File: src/rtl/usb2_endp_router.sv
// Routes the packet-layer buffer interface to one of NUM_EP endpoint ports and owns the
// per-endpoint data toggles, halt bits and arm handshake. Define USB2_EP_STATS_EN for ack counters.
module usb2_endp_router #(
    parameter int unsigned         NUM_EP      = 4,
    parameter logic [2*NUM_EP-1:0] EP_MODES    = 8'b01_10_10_00,
    parameter int unsigned         ADDR_W      = 11,
    parameter int unsigned         LEN_W       = 11,
    parameter int unsigned         ARM_TIMEOUT = 255
) (
    input  logic                      phy_clk,
    input  logic                      reset,
    input  logic [3:0]                sel_endp,
    input  logic                      sel_valid,
    input  logic                      sel_done,
    input  logic [ADDR_W-1:0]         buf_in_addr,
    input  logic [7:0]                buf_in_data,
    input  logic                      buf_in_wren,
    input  logic                      buf_in_commit,
    input  logic [LEN_W-1:0]          buf_in_commit_len,
    output logic                      buf_in_ready,
    output logic                      buf_in_commit_ack,
    input  logic [ADDR_W-1:0]         buf_out_addr,
    output logic [7:0]                buf_out_q,
    output logic [LEN_W-1:0]          buf_out_len,
    output logic                      buf_out_hasdata,
    input  logic                      buf_out_arm,
    output logic                      buf_out_arm_ack,
    output logic                      arm_timeout,
    output logic [1:0]                endp_mode,
    input  logic                      data_toggle_act,
    output logic [1:0]                data_toggle,
    output logic                      endp_invalid,
    input  logic                      halt_set,
    input  logic                      halt_clr,
    input  logic                      toggle_clr,
    input  logic [3:0]                ctl_endp,
    output logic [NUM_EP*ADDR_W-1:0]  ep_buf_in_addr,
    output logic [NUM_EP*8-1:0]       ep_buf_in_data,
    output logic [NUM_EP-1:0]         ep_buf_in_wren,
    output logic [NUM_EP-1:0]         ep_buf_in_commit,
    output logic [NUM_EP*LEN_W-1:0]   ep_buf_in_commit_len,
    input  logic [NUM_EP-1:0]         ep_buf_in_ready,
    input  logic [NUM_EP-1:0]         ep_buf_in_commit_ack,
    output logic [NUM_EP*ADDR_W-1:0]  ep_buf_out_addr,
    input  logic [NUM_EP*8-1:0]       ep_buf_out_q,
    input  logic [NUM_EP*LEN_W-1:0]   ep_buf_out_len,
    input  logic [NUM_EP-1:0]         ep_buf_out_hasdata,
    output logic [NUM_EP-1:0]         ep_buf_out_arm,
    input  logic [NUM_EP-1:0]         ep_buf_out_arm_ack,
    input  logic [3:0]                stat_sel,
    output logic [15:0]               stat_q
);

    localparam logic [1:0] ST_IDLE     = 2'd0;
    localparam logic [1:0] ST_ACTIVE   = 2'd1;
    localparam logic [1:0] ST_ARM_WAIT = 2'd2;
    localparam logic [1:0] ST_ERR      = 2'd3;
    localparam logic [1:0] MODE_ISOCH  = 2'd1;

    logic [1:0]        state, state_next;
    logic [3:0]        sel, sel_next;
    logic [15:0]       cnt, cnt_next;
    logic              ack_pulse, ack_pulse_next;
    logic              tmo_pulse, tmo_pulse_next;
    logic [NUM_EP-1:0] toggle, halt;
    logic              routing, req_in_range, req_halted, ctl_in_range, sel_arm_ack;

    assign routing       = (state == ST_ACTIVE) || (state == ST_ARM_WAIT);
    assign req_in_range  = {1'b0, sel_endp} < 5'(NUM_EP);
    assign ctl_in_range  = {1'b0, ctl_endp} < 5'(NUM_EP);
    assign endp_invalid  = (state == ST_ERR);
    assign buf_out_arm_ack = ack_pulse;
    assign arm_timeout     = tmo_pulse;

    always_comb begin
        req_halted = 1'b0;
        for (int i = 0; i < int'(NUM_EP); i++) begin
            if (sel_endp == 4'(i)) req_halted = halt[i];
        end
    end

    // Next-state logic; sel_done always beats a pending arm ack or timeout
    always_comb begin
        state_next     = state;
        sel_next       = sel;
        cnt_next       = cnt;
        ack_pulse_next = 1'b0;
        tmo_pulse_next = 1'b0;
        case (state)
            ST_IDLE: begin
                if (sel_valid) begin
                    sel_next   = sel_endp;
                    state_next = (!req_in_range || (sel_endp != 4'd0 && req_halted)) ? ST_ERR : ST_ACTIVE;
                end
            end
            ST_ACTIVE: begin
                if (sel_done) begin
                    state_next = ST_IDLE;
                end else if (buf_out_arm) begin
                    cnt_next   = 16'd0;
                    state_next = ST_ARM_WAIT;
                end
            end
            ST_ARM_WAIT: begin
                if (sel_done) begin
                    state_next = ST_IDLE;
                end else if (sel_arm_ack) begin
                    state_next     = ST_ACTIVE;
                    ack_pulse_next = 1'b1;
                end else if (cnt >= 16'(ARM_TIMEOUT - 1)) begin
                    state_next     = ST_ACTIVE;
                    tmo_pulse_next = 1'b1;
                end else begin
                    cnt_next = cnt + 16'd1;
                end
            end
            ST_ERR: begin
                if (sel_done) state_next = ST_IDLE;
            end
            default: state_next = ST_IDLE;
        endcase
    end

    always_ff @(posedge phy_clk) begin
        if (reset) begin
            state     <= ST_IDLE;
            sel       <= 4'd0;
            cnt       <= 16'd0;
            ack_pulse <= 1'b0;
            tmo_pulse <= 1'b0;
        end else begin
            state     <= state_next;
            sel       <= sel_next;
            cnt       <= cnt_next;
            ack_pulse <= ack_pulse_next;
            tmo_pulse <= tmo_pulse_next;
        end
    end

    // Fan-out to the latched endpoint only; everything else reads zero
    always_comb begin
        ep_buf_in_addr       = '0;
        ep_buf_in_data       = '0;
        ep_buf_in_wren       = '0;
        ep_buf_in_commit     = '0;
        ep_buf_in_commit_len = '0;
        ep_buf_out_addr      = '0;
        ep_buf_out_arm       = '0;
        buf_in_ready         = 1'b0;
        buf_in_commit_ack    = 1'b0;
        buf_out_q            = 8'd0;
        buf_out_len          = '0;
        buf_out_hasdata      = 1'b0;
        sel_arm_ack          = 1'b0;
        endp_mode            = 2'd0;
        data_toggle          = 2'd0;
        for (int i = 0; i < int'(NUM_EP); i++) begin
            if (sel == 4'(i)) begin
                endp_mode   = EP_MODES[2*i +: 2];
                data_toggle = (EP_MODES[2*i +: 2] == MODE_ISOCH) ? 2'd0 : {1'b0, toggle[i]};
                sel_arm_ack = ep_buf_out_arm_ack[i];
                ep_buf_out_arm[i] = (state == ST_ARM_WAIT);
                if (routing) begin
                    ep_buf_in_addr[i*ADDR_W +: ADDR_W]     = buf_in_addr;
                    ep_buf_in_data[i*8 +: 8]               = buf_in_data;
                    ep_buf_in_wren[i]                      = buf_in_wren;
                    ep_buf_in_commit[i]                    = buf_in_commit;
                    ep_buf_in_commit_len[i*LEN_W +: LEN_W] = buf_in_commit_len;
                    ep_buf_out_addr[i*ADDR_W +: ADDR_W]    = buf_out_addr;
                    buf_in_ready      = ep_buf_in_ready[i];
                    buf_in_commit_ack = ep_buf_in_commit_ack[i];
                    buf_out_q         = ep_buf_out_q[i*8 +: 8];
                    buf_out_len       = ep_buf_out_len[i*LEN_W +: LEN_W];
                    buf_out_hasdata   = ep_buf_out_hasdata[i];
                end
            end
        end
    end

    // Toggle and halt bits; a control pulse overrides a same-cycle toggle advance
    always_ff @(posedge phy_clk) begin
        if (reset) begin
            toggle <= '0;
            halt   <= '0;
        end else begin
            for (int i = 0; i < int'(NUM_EP); i++) begin
                if (ctl_in_range && ctl_endp == 4'(i) && (toggle_clr || halt_set)) begin
                    toggle[i] <= 1'b0;
                end else if (data_toggle_act && routing && sel == 4'(i) &&
                             EP_MODES[2*i +: 2] != MODE_ISOCH) begin
                    toggle[i] <= ~toggle[i];
                end
                if (i != 0 && ctl_in_range && ctl_endp == 4'(i)) begin
                    if (halt_set)      halt[i] <= 1'b1;
                    else if (halt_clr) halt[i] <= 1'b0;
                end
            end
        end
    end

`ifdef USB2_EP_STATS_EN
    logic        commit_ack_d;
    logic [1:0]  stat_inc;
    logic [15:0] stat_cnt [NUM_EP];

    assign stat_inc = 2'(ack_pulse) + 2'(buf_in_commit_ack & ~commit_ack_d);

    always_ff @(posedge phy_clk) begin
        if (reset) begin
            commit_ack_d <= 1'b0;
            for (int i = 0; i < int'(NUM_EP); i++) stat_cnt[i] <= 16'd0;
        end else begin
            commit_ack_d <= buf_in_commit_ack;
            for (int i = 0; i < int'(NUM_EP); i++) begin
                if (sel == 4'(i) && stat_inc != 2'd0) begin
                    stat_cnt[i] <= (({1'b0, stat_cnt[i]} + 17'(stat_inc)) > 17'h0FFFF) ?
                                   16'hFFFF : stat_cnt[i] + 16'(stat_inc);
                end
            end
        end
    end

    always_comb begin
        stat_q = 16'd0;
        for (int i = 0; i < int'(NUM_EP); i++) begin
            if (stat_sel == 4'(i)) stat_q = stat_cnt[i];
        end
    end
`else
    logic unused_stat;
    assign unused_stat = ^stat_sel;
    assign stat_q      = 16'd0;
`endif

endmodule

File: config.mk
export PLATFORM = sky130hd
export DESIGN_NAME = usb2_endp_router
export DESIGN_NICKNAME = d
export VERILOG_FILES = /design/src/rtl/usb2_endp_router.sv
export SDC_FILE = /design/constraint.sdc
export NUM_CORES = 1
export LEC_CHECK = 0
export BUFFER_PORTS_ARGS = -buffer_cell sky130_fd_sc_hd__buf_4
export CORE_AREA = 2 2 147 149
export CTS_CLUSTER_SIZE = 24
export DETAILED_ROUTE_END_ITERATION = 16
export DIE_AREA = 0 0 149 151
export HOLD_SLACK_MARGIN = 0.03
export PLACE_DENSITY = 0.51
export SLEW_MARGIN = 20
export SYNTH_ARGS = -nofsm -noshare
export SYNTH_HDL_FRONTEND = slang
export SYNTH_SLANG_ARGS = --single-unit
File: constraint.sdc
create_clock -name phy_clk -period 3.8 [get_ports phy_clk]
set_clock_uncertainty 0.2 [all_clocks]
set_input_delay 0 -clock phy_clk [delete_from_list [all_inputs] [get_ports phy_clk]]
set_output_delay 0 -clock phy_clk [all_outputs]
set_load 0.1 [all_outputs]
==> results of run 1 <==
-- per-stage QoR --
| stage | hold slack, ns | power, mW | instances | util, % | setup WS, ns |
|---|---|---|---|---|---|
| 3_5_place_dp | 0.0803 | 4.55 | 1046 | 30.7 | 1.12 |
| 2_1_floorplan | -0.0525 | 3.65 | 454 | - | 0.698 |
| 3_3_place_gp | 0.0775 | 4.56 | 1046 | 30.7 | 1.12 |
| 4_1_cts | 0.0430 | 4.99 | 1081 | 32.7 | 0.564 |
| 6_report | 0.0504 | 4.94 | 1082 | 32.7 | 0.578 |
| 5_1_grt | 0.0571 | 5.13 | 1081 | 32.7 | 0.349 |
-- critical path, stage by stage, from the launching register on --
cell and delay (ns):
dfxtp_1 0.38, inv_1 0.10, ha_1 0.27, or3b_1 0.33, buf_4 0.24, nor3_4 0.13
buf_4 0.39, nand2_1 0.12, xor2_1 0.16, a311oi_1 0.24, dlygate4sd3_1 0.58
-- cell type report --
cell class,instances,area (µm²)
sequential,30,602
clock inverter,1,5.00
antenna,1,2.50
inverter,8,30.0
timing repair buffer,390,3000
multi-input combinational,370,2680
clock buffer,7,143
tap,275,344
fill,2214,14000
-- state kept, by name, indices dropped and copies added, names as in the netlist --
| name | cells |
|---|---|
| cnt | 16 |
| sel | 4 |
| halt | 3 |
| toggle | 3 |
| state | 2 |
| arm_timeout | 1 |
| buf_out_arm_ack | 1 |
-- layout by cell type, fill, tap and decap left out, types with 3 or more instances in the layout --
cell type / synthesis / layout
nor2_2: 1 / 3
dlygate4sd3_1: 0 / 27
and2_1: 181 / 181
dfxtp_1: 30 / 29
nor2b_1: 25 / 25
o211ai_1: 3 / 3
xor2_1: 3 / 3
a211oi_1: 3 / 3
clkbuf_16: 0 / 5
mux4_2: 22 / 22
or3_1: 3 / 3
inv_1: 8 / 8
nor3_1: 5 / 5
nand2_1: 19 / 19
conb_1: 1 / 17
ha_1: 7 / 7
nand3_1: 5 / 5
nor2_1: 19 / 17
nand4_1: 6 / 6
buf_4: 19 / 363
a21oi_1: 9 / 9
-- path summary, 6_finish.rpt --
kind | start | to | slack, ns
setup / recovery | state[1]$_SDFFE_PP0P_ | toggle[0]$_SDFFE_PP0P_ | 0.58
hold / removal | buf_out_arm | state[0]$_SDFFE_PP0P_ | 0.05
setup reg to reg | state[1]$_SDFFE_PP0P_ | toggle[0]$_SDFFE_PP0P_ | 0.58
hold reg to reg | cnt[12]$_SDFFE_PP0P_ | cnt[12]$_SDFFE_PP0P_ | 0.26
-- logic make-up after synthesis --
kind of cell	synth area share (%)
buffers and inverters	8.01
xor gates and xnor gates	1.25
DFF	17.2
and+or+nand+nor	48.7
AOI/OAI and AO/OA	6.40
muxes	15.8
adders and majority gates	2.50
other	0.107
-- per-layer routing --
| layer | global-route usage, % | vias to the layer above | routed length [µm] |
|---|---|---|---|
| met5 | 0 | - | 0 |
| li1 | - | 2164 | - |
| met1 | 15.8 | 1911 | 6680 |
| met3 | 2.59 | 7 | 1180 |
| met2 | 25.0 | 172 | 8980 |
| met4 | 1.86 | 0 | 73 |
-- timing repair --
action | 4_1_cts | 5_1_grt
buffers inserted | 0 | 0
hold endpoints to repair | 18 | 0
hold buffers | 27 | 0
-- power by group through the flow --
stage / combinational, mW / clock, mW / sequential, mW
2_1_floorplan: 3.28 / 0 / 0.371
3_3_place_gp: 4.18 / 0 / 0.375
3_5_place_dp: 4.17 / 0 / 0.375
4_1_cts: 4.21 / 0.406 / 0.369
5_1_grt: 4.33 / 0.425 / 0.374
6_report: 4.18 / 0.395 / 0.369
==> flow_summary.yaml, run 1 <==
run_status:
  status: "complete, no violations"
cts:
  clk_pin_slew_ns: 0.05
  cts_tree: "built"
  numClockSinks: 30
  cts-root-buf: "clkbuf_16"
  clk_latency_ns: 0.27
  clock_path_buffers: 2
  cts_htree_levels: 2
  cts_buffers: 5
  cts.repair.resized: 0
detailed_routing:
  dr.pass1.iters: 4
  postRouteAntennaNets: 0
  routedWlPerCell_um: 15.6
  drt_wl_total_um: 16900
  vias: 4254
  drt_iter0_drc: 113
  route.detailed.drc: 0
  drt-vias-per-instance: 3.93
yosys:
  ys_ff_latch: 30
  synthFlopType: "dfxtp_1"
  yosysTopAreaCell: "and2_1"
  ys_warn_count: 0
  yosys.area.top_type_share_pct: 32.4
  ys_seq_area_share_pct: 17.2
  postSynthAreaPerCell_um2: 7.99
  synth_edf_count: 0
  yosysMostFrequentCell: "and2_1"
  synth.area.top_cells: "and2_1 (32%), dfxtp_1 (17%), mux4_2 (14%), nor2b_1 (4.5%), buf_4 (4.1%)"
  synth.distinct_cells: 53
  synth_area_um2: 3500
  yosys-top-cells-count: "and2_1 (181), dfxtp_1 (30), nor2b_1 (25)"
  async_flop_share_pct: 0
  synthCells: 438
setup_path:
  arrival_ns: 3.24
  rr_worst_depth: 10
  crit_type: "register to register"
  cp-end-kind: "register"
  crit_path_start_kind: "register"
  required_ns: 3.81
  crit_fanout: 44
power_and_ir_drop:
  vdd.ir_drop.worst_mv: 0.381
  power_frac_comb_pct: 84.5
  switchingPower_mw: 3.43
  p_seq_share_pct: 7.5
  powerDensity_nw_per_um2: 726
  clkPwrFrac_pct: 8.0
  switching_share_pct: 69.4
  total_leakage_power_nw: 3.35
  p_int_mw: 1.51
place:
  gp_congestion: 0.735
  io_buffers: 355
  placed_area_um2: 6380
  dp_hpwl_um: 13800
die:
  io_pins: 377
  core_um2: 20800
  dieArea_um2: 22500
  fp.dieH_um: 151
  die-width_um: 149
  initial_core_util_pct: 16.8
  num_rows: 53
finish:
  areaGrowthSynthToFinish_pct: 94.5
  design_area_um2: 6800
  drive_gt1_share_pct: 50.1
  fin_nets: 968
sta:
  rsz0062_at_grt: "false"
  fmax_ghz: 0.310
  setup_tns_ns: 0
  period_share_pct: 84.8
  finalHoldViolations: 0
  worstMarginPinSlew_ns: 0.625
  finalSetupViolCount: 0
  report.final.slew_viol_count: 0
  period_needed_ns: 3.22
  slew_headroom_pct: 58.2
hold_path:
  whs_path_depth: 5
  hp-class: "input port to register"
global_route:
  grt_max_degree: 45
  grt_pass1_wl_um: 23300
  grtUsageTotal_pct: 13.2
  overflow: 0
  antenna_found_initial: 1
  grt_pass1_vias: 3949
run:
  max_cap_viol_count: 0
(Power assumes the default switching activity.)
==> inputs of run 2 (changes only) <==
--- a/config.mk
+++ b/config.mk
@@ -6,12 +6,12 @@
 export NUM_CORES = 1
 export LEC_CHECK = 0
 export BUFFER_PORTS_ARGS = -buffer_cell sky130_fd_sc_hd__buf_4
-export CORE_AREA = 2 2 147 149
+export CORE_AREA = 2 2 148 150
 export CTS_CLUSTER_SIZE = 24
 export DETAILED_ROUTE_END_ITERATION = 16
-export DIE_AREA = 0 0 149 151
+export DIE_AREA = 0 0 150 152
 export HOLD_SLACK_MARGIN = 0.03
-export PLACE_DENSITY = 0.51
+export PLACE_DENSITY = 0.5
 export SLEW_MARGIN = 20
 export SYNTH_ARGS = -nofsm -noshare
 export SYNTH_HDL_FRONTEND = slang
==> constraint.sdc (replaced) <==
create_clock -name phy_clk -period 3 [get_ports phy_clk]
set_clock_uncertainty 0.2 [all_clocks]
set_input_delay 0 -clock phy_clk [delete_from_list [all_inputs] [get_ports phy_clk]]
set_output_delay 0 -clock phy_clk [all_outputs]
set_load 0.1 [all_outputs]
==> run 2 against run 1 <==
Compared with the run above:
- worst setup slack got worse by 0.37 ns
- final area increased by 1.1%
- first-iteration DRC count increased by 64%
- worst hold slack got worse by 0.023 ns
- cell count increased by 0.28%
- wire length increased by 2.0%
- sequential power increased by 32%
- clock power increased by 42%
- clock-buffer cell count unchanged
- combinational power increased by 27%
- utilization decreased by 0.46 points
- highest routed layer unchanged
==> flow_summary.yaml, run 2 (same netlist as run 1, synthesis figures left out) <==
detailed_routing:
  drt-vias-per-instance: 3.96
  route.detailed.drc: 0
  dr.pass1.iters: 6
  routedWlPerCell_um: 15.9
  vias: 4297
  postRouteAntennaNets: 0
  drt_iter0_drc: 185
  drt_wl_total_um: 17300
die:
  die-width_um: 150
  dieArea_um2: 22800
  io_pins: 377
  core_um2: 21400
  fp.dieH_um: 152
  num_rows: 54
  initial_core_util_pct: 16.4
finish:
  final_common_cell: "buf_4"
  num_antenna_cells: 0
  reg_top3: "cnt: 16 flops, sel: 4 flops"
  final_cell_mix: "buf_4 (358), and2_1 (181), dfxtp_1 (28), dlygate4sd3_1 (27), nor2b_1 (25)"
  largest_register_ffs: 16
  num-fill-cells: 2278
  fin_nets: 967
  drive_gt1_share_pct: 50.4
  areaGrowthSynthToFinish_pct: 96.6
  top_register: "cnt"
sta:
  setup_tns_ns: 0
  slew_headroom_pct: 61.5
  period_needed_ns: 2.79
  fmax_ghz: 0.359
  period_share_pct: 93.0
  report.final.slew_viol_count: 0
  rsz0062_at_grt: "false"
  finalHoldViolations: 0
  finalSetupViolCount: 0
  worstMarginPinSlew_ns: 0.575
setup_path:
  r2r_end: "toggle[1]$_SDFFE_PP0P_"
  r2r_start: "state[0]$_SDFFE_PP0P_"
  required_ns: 3.02
  arrival_ns: 2.80
  crit_fanout: 44
  crit_type: "register to register"
  rrSetupSlack_ns: 0.21
  cp-end-kind: "register"
  crit_path_start_kind: "register"
  rr_worst_depth: 9
cts:
  cts_tree: "built"
  cts_buffers: 5
  cts_htree_levels: 2
  clk_latency_ns: 0.27
  cts_setup_buffers: 0
  numClockSinks: 30
  cts-root-buf: "clkbuf_16"
  clock_path_buffers: 2
  clk_pin_slew_ns: 0.05
place:
  io_buffers: 355
  dp_hpwl_um: 14000
  gp_congestion: 0.746
global_route:
  grt_max_degree: 45
  grtUsageTotal_pct: 14.2
  antenna_found_initial: 0
  overflow: 0
  grt_pass1_wl_um: 25100
  grt_pass1_vias: 4195
hold_path:
  hp-class: "input port to register"
  worstHoldStart: "buf_out_arm"
  holdPathEnd: "cnt[7]$_SDFFE_PP0P_"
  whs_path_depth: 4
power_and_ir_drop:
  total_power_mw: 6.36
  vdd.ir_drop.worst_mv: 0.391
  powerDensity_nw_per_um2: 924
  total_leakage_power_nw: 3.37
run:
  max_cap_viol_count: 0
run_status:
  status: "complete, no violations"
==> run 2: cell types whose count changed in the layout (fill, tap and decap cells not counted), sizes merged <==
cell    previous run  this run
diode              1         0
clkinv             1         0
buf              363       362
bufinv             0         1
==> run 2: worst max-delay path, stage by stage (launching register included) <==
cell and delay [ns]:
dfxtp_1 0.37, inv_1 0.10, ha_1 0.28, or3b_4 0.43
nor2_2 0.17, buf_12 0.22, nand2_1 0.09, xnor2_1 0.13
a211oi_1 0.18, dlygate4sd3_1 0.56
==> run 2: what timing repair did <==
action | in CTS | in global routing
endpoints found under the hold margin | 17 | 0
setup endpoints to repair | 0 | 2
hold buffers | 27 | 0
resized for setup | 0 | 1
==> run 2: power breakdown <==
group,internal (mW),total (mW),switching [mW]
Clock,0.392,0.561,0.170
Combinational,1.20,5.31,4.11
Sequential,0.433,0.487,0.0548
==> run 2: per-layer routing <==
| metal | vias up | GRT usage, % | part of all wire [%] |
|---|---|---|---|
| met1 | 1962 | 16.9 | 40 |
| met2 | 167 | 26.2 | 51 |
| met4 | 0 | 1.84 | 0.76 |
| li1 | 2155 | - | - |
| met3 | 13 | 3.18 | 8.1 |
| met5 | - | 0 | 0 |
==> run 2: worst max-delay path by stage <==
stage                                startpoint  slack [ns]                 endpoint  cells past startpoint
after global placement    state[0]$_SDFFE_PP0P_        0.51        ep_buf_in_addr[3]                      7
after detailed placement  state[0]$_SDFFE_PP0P_        0.51  ep_buf_in_commit_len[8]                      7
final                     state[0]$_SDFFE_PP0P_        0.21   toggle[1]$_SDFFE_PP0P_                      9
after floorplan           state[0]$_SDFFE_PP0P_        0.06          buf_out_hasdata                      6
after global routing      state[1]$_SDFFE_PP0P_        0.05   toggle[1]$_SDFFE_PP0P_                      9
after CTS                 state[0]$_SDFFE_PP0P_        0.07   toggle[1]$_SDFFE_PP0P_                      9
==> run 2: area by class of cell <==
class | instances | area (µm²) | area share (%)
repair buffers | 389 | 3040 | 44.2
multi-input cells | 370 | 2700 | 39.2
flip-flops and latches | 30 | 603 | 8.77
well taps | 280 | 350 | 5.09
clock buffers | 7 | 133 | 1.93
clock inverters | 1 | 30.0 | 0.437
inverters | 8 | 30.0 | 0.437
==> run 2: per-stage QoR <==
stage	hold slack (ns)	area (µm²)	setup WS [ns]	std cells	util (%)
detailed placement	0.0841	6440	0.513	1050	30.2
global route	0.0872	6880	0.0533	1085	32.2
finish	0.0274	6880	0.211	1085	32.2
floorplan	-0.0525	3570	0.0643	454	-
CTS	0.0365	6880	0.0723	1085	32.2
global placement	0.0825	6440	0.506	1050	30.2
==> inputs of run 3 (changes only) <==
--- a/config.mk
+++ b/config.mk
@@ -6,12 +6,13 @@
 export NUM_CORES = 1
 export LEC_CHECK = 0
 export BUFFER_PORTS_ARGS = -buffer_cell sky130_fd_sc_hd__buf_4
-export CORE_AREA = 2 2 148 150
+export CORE_AREA = 2 2 147 149
+export CTS_CLUSTER_DIAMETER = 80
 export CTS_CLUSTER_SIZE = 24
 export DETAILED_ROUTE_END_ITERATION = 16
-export DIE_AREA = 0 0 150 152
+export DIE_AREA = 0 0 149 151
 export HOLD_SLACK_MARGIN = 0.03
-export PLACE_DENSITY = 0.5
+export PLACE_DENSITY = 0.51
 export SLEW_MARGIN = 20
 export SYNTH_ARGS = -nofsm -noshare
 export SYNTH_HDL_FRONTEND = slang
==> constraint.sdc (replaced) <==
create_clock -name phy_clk -period 3.49 [get_ports phy_clk]
set_clock_uncertainty 0.2 [all_clocks]
set_input_delay 0 -clock phy_clk [delete_from_list [all_inputs] [get_ports phy_clk]]
set_output_delay 0 -clock phy_clk [all_outputs]
set_load 0.1 [all_outputs]
==> run 3 against run 2 <==
Compared with the run above:
- final area is 0.78% lower
- combinational power is 15% lower
- clock power is 12% lower
- wire length is 1.1% lower
- critical path type unchanged
- critical endpoint is now toggle[0]$_SDFFE_PP0P_
- largest cell class unchanged
==> flow_summary.yaml, run 3 (same netlist as run 1, synthesis figures left out) <==
sta:
  hold_slack_ns: 0.0559
  slew_headroom_pct: 58.7
  setup_slack_ns: 0.371
  finalHoldViolations: 0
  period_share_pct: 89.4
  report.final.slew_viol_count: 0
  finalSetupViolCount: 0
  setup_tns_ns: 0
  worstMarginPinSlew_ns: 0.617
  fmax_ghz: 0.321
  rsz0062_at_grt: "false"
  period_needed_ns: 3.12
global_route:
  grt_pass1_vias: 4171
  grtUsageTotal_pct: 13.5
  grt_max_degree: 45
  overflow: 0
  antenna_found_initial: 0
  grt_pass1_wl_um: 23900
power_and_ir_drop:
  p_int_mw: 1.71
  power_frac_comb_pct: 83.4
  p_seq_share_pct: 7.5
  powerDensity_nw_per_um2: 797
  vdd.ir_drop.worst_mv: 0.349
  clkPwrFrac_pct: 9.1
  switching_share_pct: 68.5
  total_leakage_power_nw: 3.35
  switchingPower_mw: 3.73
setup_path:
  crit_type: "register to register"
  required_ns: 3.50
  crit_path_start_kind: "register"
  cp-end-kind: "register"
  path_delay_family: "buffers and inverters"
  cp_num_buf_inv: 3
  worstPathCellList: "inv_1 > ha_1 > or3b_1 > nor3_4 > buf_4 > nand2_1 > xor2_1 > a311oi_1 > dlygate4sd3_1"
  arrival_ns: 3.13
  max_stage_delay_ns: 0.57
  critPathSlowestCell: "dlygate4sd3_1"
  crit_fanout: 44
cts:
  cts_tree: "built"
  clk_pin_slew_ns: 0.05
  cts-root-buf: "clkbuf_16"
  cts_buffers: 5
  clock_path_buffers: 2
  cts_setup_buffers: 0
  cts_htree_levels: 2
  numClockSinks: 30
  clk_latency_ns: 0.27
finish:
  final_common_cell: "buf_4"
  drive_gt1_share_pct: 50.1
  fin_nets: 968
  reg_top3: "cnt: 16 flops, sel: 4 flops"
  areaGrowthSynthToFinish_pct: 95.1
  num_antenna_cells: 0
  top_register: "cnt"
  largest_register_ffs: 16
  design_area_um2: 6830
  final_cell_mix: "buf_4 (362), and2_1 (181), dfxtp_1 (29), dlygate4sd3_1 (28), nor2b_1 (25)"
detailed_routing:
  drt-vias-per-instance: 3.94
  vias: 4260
  drt_iter0_drc: 106
  drt_wl_total_um: 17100
  routedWlPerCell_um: 15.8
  route.detailed.drc: 0
  postRouteAntennaNets: 0
  dr.pass1.iters: 4
die:
  io_pins: 377
  num_rows: 53
  fp.dieH_um: 151
  core_um2: 20800
  initial_core_util_pct: 16.8
  die-width_um: 149
  dieArea_um2: 22500
place:
  io_buffers: 355
  dp_hpwl_um: 13900
  place_ws_ns: 0.904
  gp_congestion: 0.737
  placed_area_um2: 6380
run:
  max_cap_viol_count: 0
hold_path:
  hp-class: "input port to register"
run_status:
  status: "complete, no violations"
==> run 3: cell types whose count changed in the layout (fill, tap and decap cells not counted), sizes merged <==
cell         before  now
clkbuf            7    6
dlygate4sd3      27   28
==> run 3: timing repair <==
action                                 4_1_cts  5_1_grt
endpoints found under the hold margin       17        0
hold buffers                                28        0
resized for setup                            0        0
==> run 3: cell type report <==
| type | instances | area, µm² |
|---|---|---|
| clock buffer | 6 | 139 |
| clock inverter | 1 | 30.0 |
| fill | 2312 | 14000 |
| inverter | 8 | 30.0 |
| multi-input combinational | 370 | 2680 |
| sequential | 30 | 602 |
| tap | 275 | 344 |
| timing repair buffer | 390 | 3000 |
==> run 3: worst register-to-register path, delay by kind of cell, from the launching register on <==
family,cells,cell delay [ns]
compound gates,1,0.22
fa+ha+maj,1,0.29
buf+inv,3,1.07
simple gates,3,0.76
xor+xnor,1,0.16
flops,1,0.37
==> run 3: routing by layer <==
metal	track usage, %	routed length (µm)	up-vias
met5	0	0	-
met3	2.35	1170	6
li1	-	-	2161
met2	26.2	9200	181
met1	16.0	6650	1912
met4	1.29	50	0
==> run 3: stage by stage <==
step / util [%] / power, mW / instances
6_report: 32.8 / 5.44 / 1080
5_1_grt: 32.8 / 5.64 / 1080
4_1_cts: 32.8 / 5.49 / 1080
3_5_place_dp: 30.6 / 4.95 / 1045
3_3_place_gp: 30.6 / 4.95 / 1045
2_1_floorplan: - / 3.98 / 454
==> run 3: final timing paths <==
path	startpoint	to	slack, ns	cells after the start
worst max-delay path	state[0]$_SDFFE_PP0P_	toggle[0]$_SDFFE_PP0P_	0.37	9
worst max register to register	state[0]$_SDFFE_PP0P_	toggle[0]$_SDFFE_PP0P_	0.37	9
worst min register to register	cnt[9]$_SDFFE_PP0P_	cnt[9]$_SDFFE_PP0P_	0.25	1
worst min-delay path	buf_out_arm	state[0]$_SDFFE_PP0P_	0.06	5
==> run 3: power groups by stage <==
stage	sequential (mW)	combinational, mW	clock, mW
CTS	0.408	4.58	0.507
finish	0.408	4.54	0.494
floorplan	0.404	3.58	0
detailed placement	0.415	4.53	0
global route	0.415	4.70	0.524
global placement	0.415	4.54	0
